`src/rtl/radix4_pkg.sv`:
```
// Shared types and helpers for the sequential radix-4 Booth multiplier.
// Sizes are functions of the operand width so every file derives them identically.
package radix4_pkg;

  typedef enum logic [1:0] {
    IDLE = 2'd0,
    BUSY = 2'd1,
    DONE = 2'd2
  } state_t;

  // Digits retired per product; one extra digit absorbs the unsigned top bit.
  function automatic int num_digits(input int width);
    return width / 2 + 1;
  endfunction

  function automatic int acc_width(input int width);
    return 2 * width + 2;
  endfunction

  // bits = {y[2i+1], y[2i], y[2i-1]}
  function automatic logic signed [2:0] booth_digit(input logic [2:0] bits);
    logic signed [2:0] d;
    case (bits)
      3'b001, 3'b010: d = 3'sb001;
      3'b011:         d = 3'sb010;
      3'b100:         d = 3'sb110;
      3'b101, 3'b110: d = 3'sb111;
      default:        d = 3'sb000;
    endcase
    return d;
  endfunction

endpackage

```
`src/rtl/radix4_booth_pp.sv`:
```
// One radix-4 Booth partial product d*x*4^idx, with optional zeroing of
// the low APPROX_BITS bits of its two's-complement pattern.
module radix4_booth_pp
  import radix4_pkg::*;
#(
  parameter int WIDTH       = 8,
  parameter int APPROX_BITS = 4,
  localparam int AW         = acc_width(WIDTH),
  localparam int IW         = $clog2(num_digits(WIDTH))
) (
  input  logic [WIDTH-1:0]  x,
  input  logic signed [2:0] digit,
  input  logic [IW-1:0]     idx,
  input  logic              approx,
  output logic [AW-1:0]     term
);

  localparam logic [AW-1:0] LOW_MASK = (AW'(1) << APPROX_BITS) - AW'(1);

  logic [AW-1:0] mag;
  logic [AW-1:0] base;
  logic [AW-1:0] shifted;

  assign mag = AW'(x);

  always_comb begin
    base = '0;
    case (digit)
      3'b001:  base = mag;
      3'b010:  base = mag << 1;
      3'b111:  base = -mag;
      3'b110:  base = -(mag << 1);
      default: base = '0;
    endcase
  end

  assign shifted = base << {idx, 1'b0};
  assign term    = approx ? (shifted & ~LOW_MASK) : shifted;

endmodule

```
`src/rtl/radix4_seq_mult.sv`:
```
// Sequential radix-4 Booth multiplier: one Booth digit per clock behind
// valid/ready handshakes, with a per-transaction exact/approximate mode.
module radix4_seq_mult
  import radix4_pkg::*;
#(
  parameter int WIDTH       = 8,
  parameter int APPROX_BITS = 4
) (
  input  logic               clk,
  input  logic               rst_n,
  input  logic               in_valid,
  output logic               in_ready,
  input  logic [WIDTH-1:0]   x,
  input  logic [WIDTH-1:0]   y,
  input  logic               approx,
  output logic               out_valid,
  input  logic               out_ready,
  output logic [2*WIDTH-1:0] p,
  output logic               out_approx
);

  localparam int N  = num_digits(WIDTH);
  localparam int AW = acc_width(WIDTH);
  localparam int IW = $clog2(N);

  state_t            state, state_nxt;
  logic [IW-1:0]     cnt;
  logic [WIDTH-1:0]  x_r, y_r;
  logic              approx_r;
  logic [AW-1:0]     acc;
  logic [AW-1:0]     term;
  logic [WIDTH+2:0]  y_ext;
  logic signed [2:0] digit;
  logic              accept, last;
  logic              unused_acc_top;

  // Zero below bit 0 and two zeros above the MSB make the top digit 0 or +1.
  assign y_ext  = {2'b00, y_r, 1'b0};
  assign digit  = booth_digit(y_ext[{cnt, 1'b0} +: 3]);
  assign accept = in_valid && in_ready;
  assign last   = (cnt == IW'(N - 1));

  radix4_booth_pp #(
    .WIDTH       (WIDTH),
    .APPROX_BITS (APPROX_BITS)
  ) u_pp (
    .x      (x_r),
    .digit  (digit),
    .idx    (cnt),
    .approx (approx_r),
    .term   (term)
  );

  always_ff @(posedge clk or negedge rst_n) begin
    if (!rst_n) state <= IDLE;
    else        state <= state_nxt;
  end

  always_comb begin
    state_nxt = state;
    in_ready  = 1'b0;
    out_valid = 1'b0;
    case (state)
      IDLE: begin
        in_ready = 1'b1;
        if (in_valid) state_nxt = BUSY;
      end
      BUSY: begin
        if (last) state_nxt = DONE;
      end
      DONE: begin
        out_valid = 1'b1;
        if (out_ready) state_nxt = IDLE;
      end
      default: state_nxt = IDLE;
    endcase
  end

  always_ff @(posedge clk or negedge rst_n) begin
    if (!rst_n) begin
      cnt      <= '0;
      x_r      <= '0;
      y_r      <= '0;
      approx_r <= 1'b0;
      acc      <= '0;
    end else if (accept) begin
      cnt      <= '0;
      x_r      <= x;
      y_r      <= y;
      approx_r <= approx;
      acc      <= '0;
    end else if (state == BUSY) begin
      cnt <= cnt + IW'(1);
      acc <= acc + term;
    end
  end

  // The guard bits only keep the running sum exact; the product is the low half.
  assign p              = acc[2*WIDTH-1:0];
  assign unused_acc_top = ^acc[AW-1:2*WIDTH];
  assign out_approx     = approx_r;

endmodule

```
`config.mk`:
```
export PLATFORM = sky130hd
export DESIGN_NAME = radix4_seq_mult
export DESIGN_NICKNAME = d
export VERILOG_FILES = /design/src/rtl/radix4_pkg.sv /design/src/rtl/radix4_booth_pp.sv /design/src/rtl/radix4_seq_mult.sv
export SDC_FILE = /design/constraint.sdc
export NUM_CORES = 1
export LEC_CHECK = 0
export ABC_CLOCK_PERIOD_IN_PS = 5750
export BUFFER_PORTS_ARGS = -buffer_cell sky130_fd_sc_hd__buf_2
export CAP_MARGIN = 20
export CORE_UTILIZATION = 53
export CTS_CLUSTER_SIZE = 40
export DETAILED_ROUTE_END_ITERATION = 10
export PLACE_DENSITY = 0.74
export SLEW_MARGIN = 30
export SYNTH_ARGS = -nofsm -noshare
export SYNTH_HDL_FRONTEND = slang
export SYNTH_SLANG_ARGS = --single-unit
```
`constraint.sdc`:
```
create_clock -name clk -period 5.75 [get_ports clk]
set_clock_uncertainty 0.15 [all_clocks]
set_input_delay 0.575 -clock clk [delete_from_list [all_inputs] [get_ports clk]]
set_output_delay 0.575 -clock clk [all_outputs]
set_load 0.01 [all_outputs]
```
==> results.md, run 1 <==
- Io pins: 40
- Setup tns final: 0 ns
- Min Tclk post-route: 5.20 ns
- Final Hold Fails: 0
- R2R depth: 20
- Post-synth EDFFs: 0
- 1st-iter DRT viols: 276
- Congestion Overflow GR: 0
- Via-per-instance ratio: 6.22
- Share of cells above drive strength 1: 0.202
- Simple-gate portion of the synthesized area: 0.209
- Run status: completed
- Flops & latches, synth: 38
- Setup crit start kind: flop
- Setup Crit Path Kind: flop to flop
- CP Data Arrival Time: 5.27 ns
- Post-synthesis instance total: 393
- ANT nets after route: 0
- Adder-cell share of the synthesized area: 0.0781
- First-pass GRT wire length: 13800 um
- Core Rows: 28
- Area fraction in compound gates after synthesis: 0.243
- Port bufs: 39
- Clock-pin slew on the worst setup and hold paths: 0.08 ns
- DP HPWL: 5900 um
- Clk_lat worst skew: 0.30 ns
- Maxcap violations: 0
- Fin nets: 460
- Seq/Total Area, Yosys: 0.288
- Top post-synthesis cells by area: dfrtp_1 (29%), ha_1 (7.2%), mux2_2 (6.1%)
- TritonCTS clock tree: built
- Vias post-DR: 3080
- Synth Area in XOR/XNOR: 0.0398
- DR DRC count: 0
- Die W: 80.9 um
- Main combinational cell family by area after synthesis: compound AO/OA/AOI/OAI gates
- Hold crit path type: input pin to asynchronous set/reset pin
- # setup viols final: 0
- Die Ht: 80.9 um
- Ys flop type: dfrtp_1
- Initial antenna violation count: 0
- Avg Synthesized Cell Area: 8.40 um2
- Area of the multi-input gates: 2180 um2
- Longest Clk Path Bufs: 2
- Postcts setup bufs: 0
- WL per Instance: 16.2 um
- Count of unique library cells instantiated by Yosys: 70
- Synth top area share: 0.288
- Placeable Area: 5960 um2
- Crit end category: flop
- Die area: 6540 um2
- TritonRoute pass-1 iters: 5
- Non-Filler Instances: 495
- Worst-Margin Slew: 0.702 ns
- Slew Limit Fails: 0
- Ys async rst share: 1.00
- Synthesis Warnings: 0
- Ant. Diodes: 0
- Fillers: 535
- Register area: 952 um2
- RSZ-0062 raised after global routing: false
- Data required, critical path: 5.82 ns
- Peak Freq: 192 MHz
- Synth Net Count: 434
- Mux contribution to synthesized area: 0.0876
- Clock root cell: clkbuf_8
- WL final: 8010 um
- GP Congestion: 0.943
- Final period util: 0.904
- Largest net degree at the start of global routing: 39
- Crit Path Max Fanout: 17
- Clock buffer count from CTS: 5
- Slew headroom: 0.531
- Yosys top cell by area: dfrtp_1
- GRT Util Overall: 0.274
- H-tree levels: 2
- Total clock sinks: 38
- Synthesized cell area: 3300 um2
- Vias in the first global route: 2798
- Synthesis-to-finish area growth: 9.82%
- Initial cell density of the core: 0.554
- Dpl cells: 487
## worst paths after layout
kind,startpoint,to,slack [ns]
setup / recovery,cnt[2]$_DFFE_PN0P_,acc[15]$_DFFE_PN0P_,0.55
hold / removal,rst_n,y_r[1]$_DFFE_PN0P_,0.09
setup reg to reg,cnt[2]$_DFFE_PN0P_,acc[15]$_DFFE_PN0P_,0.55
hold reg to reg,acc[14]$_DFFE_PN0P_,acc[14]$_DFFE_PN0P_,0.37
max in group asynchronous,rst_n,cnt[1]$_DFFE_PN0P_,5.00
min in group clk,x[5],x_r[5]$_DFFE_PN0P_,0.33
## cell usage after synthesis (3+ instances only)
| library cell | n |
|---|---|
| and2_1 | 6 |
| a211oi_1 | 11 |
| ha_1 | 19 |
| a31oi_1 | 5 |
| o21bai_1 | 3 |
| xor2_1 | 4 |
| dfrtp_1 | 38 |
| mux2i_1 | 5 |
| or2_2 | 5 |
| xnor2_1 | 11 |
| a21oi_1 | 16 |
| clkbuf_1 | 17 |
| nand2b_1 | 3 |
| nor2b_1 | 4 |
| nand2_1 | 45 |
| nand3_1 | 10 |
| o21ai_0 | 22 |
| a21o_1 | 6 |
| or3_1 | 5 |
| nor3b_1 | 3 |
| mux2_2 | 18 |
| o31ai_1 | 3 |
| nor2_1 | 22 |
| o22ai_1 | 12 |
| a21boi_0 | 4 |
| nand4bb_1 | 3 |
| o211ai_1 | 4 |
| a22oi_1 | 4 |
| inv_1 | 19 |
| nor3_1 | 14 |
| buf_1 | 3 |
## final cells by class
| type | instances | share of cell area |
|---|---|---|
| multi-input combinational | 311 | 0.602 |
| sequential | 38 | 0.263 |
| timing repair buffer | 43 | 0.0628 |
| tap | 75 | 0.0259 |
| clock buffer | 6 | 0.0228 |
| inverter | 20 | 0.0207 |
| clock inverter | 2 | 0.00345 |
## stage by stage
step | utilization | setup WS, ns | hold slack, ns | cell area, um2
final | 0.608 | 0.551 | 0.0857 | 3620
after global routing | 0.608 | 0.154 | 0.128 | 3620
after CTS | 0.607 | 0.405 | 0.264 | 3610
after detailed placement | 0.591 | 0.431 | 0.355 | 3520
after global placement | 0.590 | 0.607 | 0.361 | 3510
after floorplan | - | 0.918 | 0.129 | 3300
## layer usage
metal / GRT usage / share of wire
met1: 0.383 / 0.44
met4: 0.0750 / 0.017
met3: 0.0371 / 0.052
met5: 0 / 0
met2: 0.440 / 0.49
## registers in the layout, indices dropped and copies added, names as in the netlist
register    count
out_approx      1
x_r             8
cnt             3
acc            16
state           2
y_r             8
## logic make-up (layout without fill, tap and decap cells)
logic type | Yosys count | after routing
simple gates | 135 | 135
buf+inv | 44 | 71
fa+ha+maj | 20 | 20
flops | 38 | 38
xor+xnor | 15 | 15
mux | 25 | 25
compound gates | 116 | 116
## critical path, cell delays in order (launching register included)
cell and delay (ns):
dfrtp_1 0.56, or2_2 0.42, o211ai_1 0.27, nor2_2 0.05, buf_4 0.19, nand2_1 0.07
o21ai_0 0.08, a222oi_1 0.45, mux2i_1 0.19, mux2_2 0.31, and2_1 0.16, ha_1 0.31
nand3_1 0.11, o211ai_1 0.12, o41ai_2 0.36, o211ai_1 0.20, o41ai_1 0.37, o2111ai_1 0.20
xnor2_1 0.16, or3_1 0.31, o21ai_1 0.07
## what timing repair did
item | CTS | global route
resized for setup | 0 | 2
setup endpoints to repair | 0 | 1
hold buffers | 0 | 0
## layout by cell type (no fill, tap or decap), drive strengths merged, types with 4 or more instances in the layout
| cell type | netlist | final |
|---|---|---|
| a211oi | 11 | 11 |
| a21boi | 4 | 4 |
| a21o | 6 | 6 |
| a21oi | 16 | 16 |
| a22oi | 4 | 4 |
| a31oi | 5 | 5 |
| and2 | 6 | 6 |
| buf | 7 | 43 |
| clkbuf | 17 | 6 |
| dfrtp | 38 | 38 |
| ha | 19 | 19 |
| inv | 19 | 19 |
| mux2 | 18 | 18 |
| mux2i | 6 | 6 |
| nand2 | 45 | 45 |
| nand3 | 10 | 10 |
| nor2 | 24 | 24 |
| nor2b | 4 | 4 |
| nor3 | 14 | 14 |
| o211ai | 4 | 4 |
| o21ai | 24 | 24 |
| o22ai | 12 | 12 |
| o31ai | 4 | 4 |
| or2 | 5 | 5 |
| or3 | 5 | 5 |
| xnor2 | 11 | 11 |
| xor2 | 4 | 4 |
Power of run 1 is left out: the tool's default activity adds up to more than one toggle a clock period on the data nets, which glitch-free logic cannot reach.
==> inputs of run 2 (changes only) <==
--- a/config.mk
+++ b/config.mk
@@ -6,8 +6,8 @@
 export NUM_CORES = 1
 export LEC_CHECK = 0
 export ABC_CLOCK_PERIOD_IN_PS = 5750
-export BUFFER_PORTS_ARGS = -buffer_cell sky130_fd_sc_hd__buf_2
-export CAP_MARGIN = 20
+export BUFFER_PORTS_ARGS = -buffer_cell sky130_fd_sc_hd__clkbuf_2
+export CAP_MARGIN = 0
 export CORE_UTILIZATION = 53
 export CTS_CLUSTER_SIZE = 40
 export DETAILED_ROUTE_END_ITERATION = 10
==> results.md, run 2 (synthesis gave the netlist of run 1 again) <==
- DR DRC count: 0 (unchanged)
- Clk_lat worst skew: 0.30 ns (about the same)
- Via-per-instance ratio: 6.27 (+0.84%)
- Total clock sinks: 38 (unchanged)
- DP HPWL: 5970 um (+1.2%)
- Final period util: 0.910 (+0.00546)
- Setup Crit Path Kind: flop to flop
- First-pass GRT wire length: 13600 um (-2.0%)
- Ant. Diodes: 0 (unchanged)
- Placeable Area: 5960 um2 (unchanged)
- Vias in the first global route: 2784 (-0.50%)
- WL final: 8080 um (+0.87%)
- Final Hold Fails: 0 (unchanged)
- Hold crit path type: input pin to asynchronous set/reset pin
- Synthesis-to-finish area growth: 10.6%
- Die area: 6540 um2 (unchanged)
- Longest Clk Path Bufs: 2 (unchanged)
- 1st-iter DRT viols: 241 (-13%)
- # setup viols final: 0 (unchanged)
- WL per Instance: 16.3 um (+0.87%)
- Fillers: 530 (-0.93%)
- Most frequent cells in the layout: nand2_1 (45), dfrtp_1 (38), clkbuf_2 (38)
- GRT Util Overall: 0.267 (-0.00667)
- Top Registers: acc x16, x_r x8, y_r x8
- Commonest non-fill, non-tap cell in the layout: nand2_1
- Slew Limit Fails: 0 (unchanged)
- ANT nets after route: 0 (unchanged)
- Run status: completed
- Setup crit start kind: flop
- Clock root cell: clkbuf_8
- Fin nets: 460 (unchanged)
- Share of cells above drive strength 1: 0.202 (unchanged)
- Peak Freq: 191 MHz (-0.60%)
- Crit Reg-Reg Endpoint: acc[15]$_DFFE_PN0P_
- Setup tns final: 0 ns (unchanged)
- Largest net degree at the start of global routing: 39 (unchanged)
- CP Data Arrival Time: 5.31 ns (+0.04 ns)
- Initial antenna violation count: 0 (unchanged)
- Min Tclk post-route: 5.23 ns (+0.0314 ns)
- Clock buffer count from CTS: 5 (unchanged)
- Io pins: 40 (unchanged)
- R2R setup slack: 0.52 ns (-0.03 ns)
- Non-Filler Instances: 495 (unchanged)
- Congestion Overflow GR: 0 (unchanged)
- RSZ-0062 raised after global routing: false
- Crit end category: flop
- Worst-Margin Slew: 0.738 ns (+0.0364 ns)
- Postcts setup bufs: 0 (unchanged)
- Maxcap violations: 0 (unchanged)
- Core Rows: 28 (unchanged)
- R2R depth: 19 (-5.0%)
- Most flops, register: acc
- Crit Path Max Fanout: 17 (unchanged)
- GP Congestion: 0.942 (-0.13%)
- Port bufs: 39 (unchanged)
- Die Ht: 80.9 um (unchanged)
- Largest register FFs: 16 (unchanged)
- TritonCTS clock tree: built
- Die W: 80.9 um (unchanged)
- Slew headroom: 0.507 (-0.0243)
- Data required, critical path: 5.83 ns (about the same)
- Worst R2R Start: cnt[1]$_DFFE_PN0P_
- Initial cell density of the core: 0.554 (unchanged)
- TritonRoute pass-1 iters: 5 (unchanged)
- Clock-pin slew on the worst setup and hold paths: 0.08 ns (about the same)
- Fin util: 0.613 (+0.00420)
- H-tree levels: 2 (unchanged)
- Dpl cells: 487 (unchanged)
- Vias post-DR: 3106 (+0.84%)
run 2: cell count changes in the layout (fill, tap and decap cells not counted), sizes merged:
cell and change:
bufinv +1, clkbuf +37, buf -38, clkinv -1
clkinvlp +1
run 2: how the worst max path moves through the flow:
| stage | from | to | cells past startpoint |
|---|---|---|---|
| 3_3_place_gp | cnt[2]$_DFFE_PN0P_ | acc[15]$_DFFE_PN0P_ | 17 |
| 4_1_cts | cnt[2]$_DFFE_PN0P_ | acc[15]$_DFFE_PN0P_ | 20 |
| 3_5_place_dp | cnt[2]$_DFFE_PN0P_ | acc[15]$_DFFE_PN0P_ | 20 |
| 6_report | cnt[1]$_DFFE_PN0P_ | acc[15]$_DFFE_PN0P_ | 19 |
| 2_1_floorplan | cnt[1]$_DFFE_PN0P_ | acc[15]$_DFFE_PN0P_ | 20 |
| 5_1_grt | cnt[1]$_DFFE_PN0P_ | acc[15]$_DFFE_PN0P_ | 19 |
run 2: metal layers:
| metal | vias up | track usage | wire, um |
|---|---|---|---|
| met2 | 110 | 0.433 | 3890 |
| li1 | 1509 | - | - |
| met4 | 0 | 0.0875 | 146 |
| met5 | - | 0 | 0 |
| met3 | 16 | 0.0472 | 393 |
| met1 | 1471 | 0.359 | 3650 |
run 2: layout make-up:
| cell class | count | area (um2) | share of cell area |
|---|---|---|---|
| multi-input combinational | 311 | 2190 | 0.599 |
| inverter | 20 | 75.1 | 0.0206 |
| clock buffer | 5 | 68.8 | 0.0189 |
| clock inverter | 3 | 45.0 | 0.0123 |
| timing repair buffer | 43 | 228 | 0.0624 |
| tap | 75 | 93.8 | 0.0257 |
| sequential | 38 | 951 | 0.261 |
run 2: worst max-delay path, stage by stage, from the launching register on:
cell and delay (ns):
dfrtp_1 0.64, nor3b_1 0.39, nor3_1 0.12, nor2_2 0.12
buf_4 0.22, o21ai_0 0.12, a222oi_1 0.48, mux2i_1 0.20
mux2_2 0.31, and2_1 0.16, ha_1 0.31, nand3_1 0.09
o211ai_1 0.13, o41ai_2 0.37, o211ai_1 0.22, o41ai_2 0.35
o2111ai_1 0.22, xnor2_1 0.17, or3_1 0.31, o21ai_1 0.07
run 2: per-stage QoR:
| stage | worst slack (ns) | area, um2 | hold slack (ns) |
|---|---|---|---|
| 2_1_floorplan | 0.918 | 3300 | 0.129 |
| 3_3_place_gp | 0.608 | 3510 | 0.365 |
| 3_5_place_dp | 0.319 | 3520 | 0.376 |
| 4_1_cts | 0.258 | 3630 | 0.290 |
| 5_1_grt | 0.188 | 3650 | 0.116 |
| 6_report | 0.519 | 3650 | 0.0822 |
run 2: what timing repair did:
action | in CTS | in global routing
hold buffers | 0 | 0
setup endpoints to repair | 0 | 2
gates resized for setup | 0 | 2
Power of run 2 is left out for the same reason.
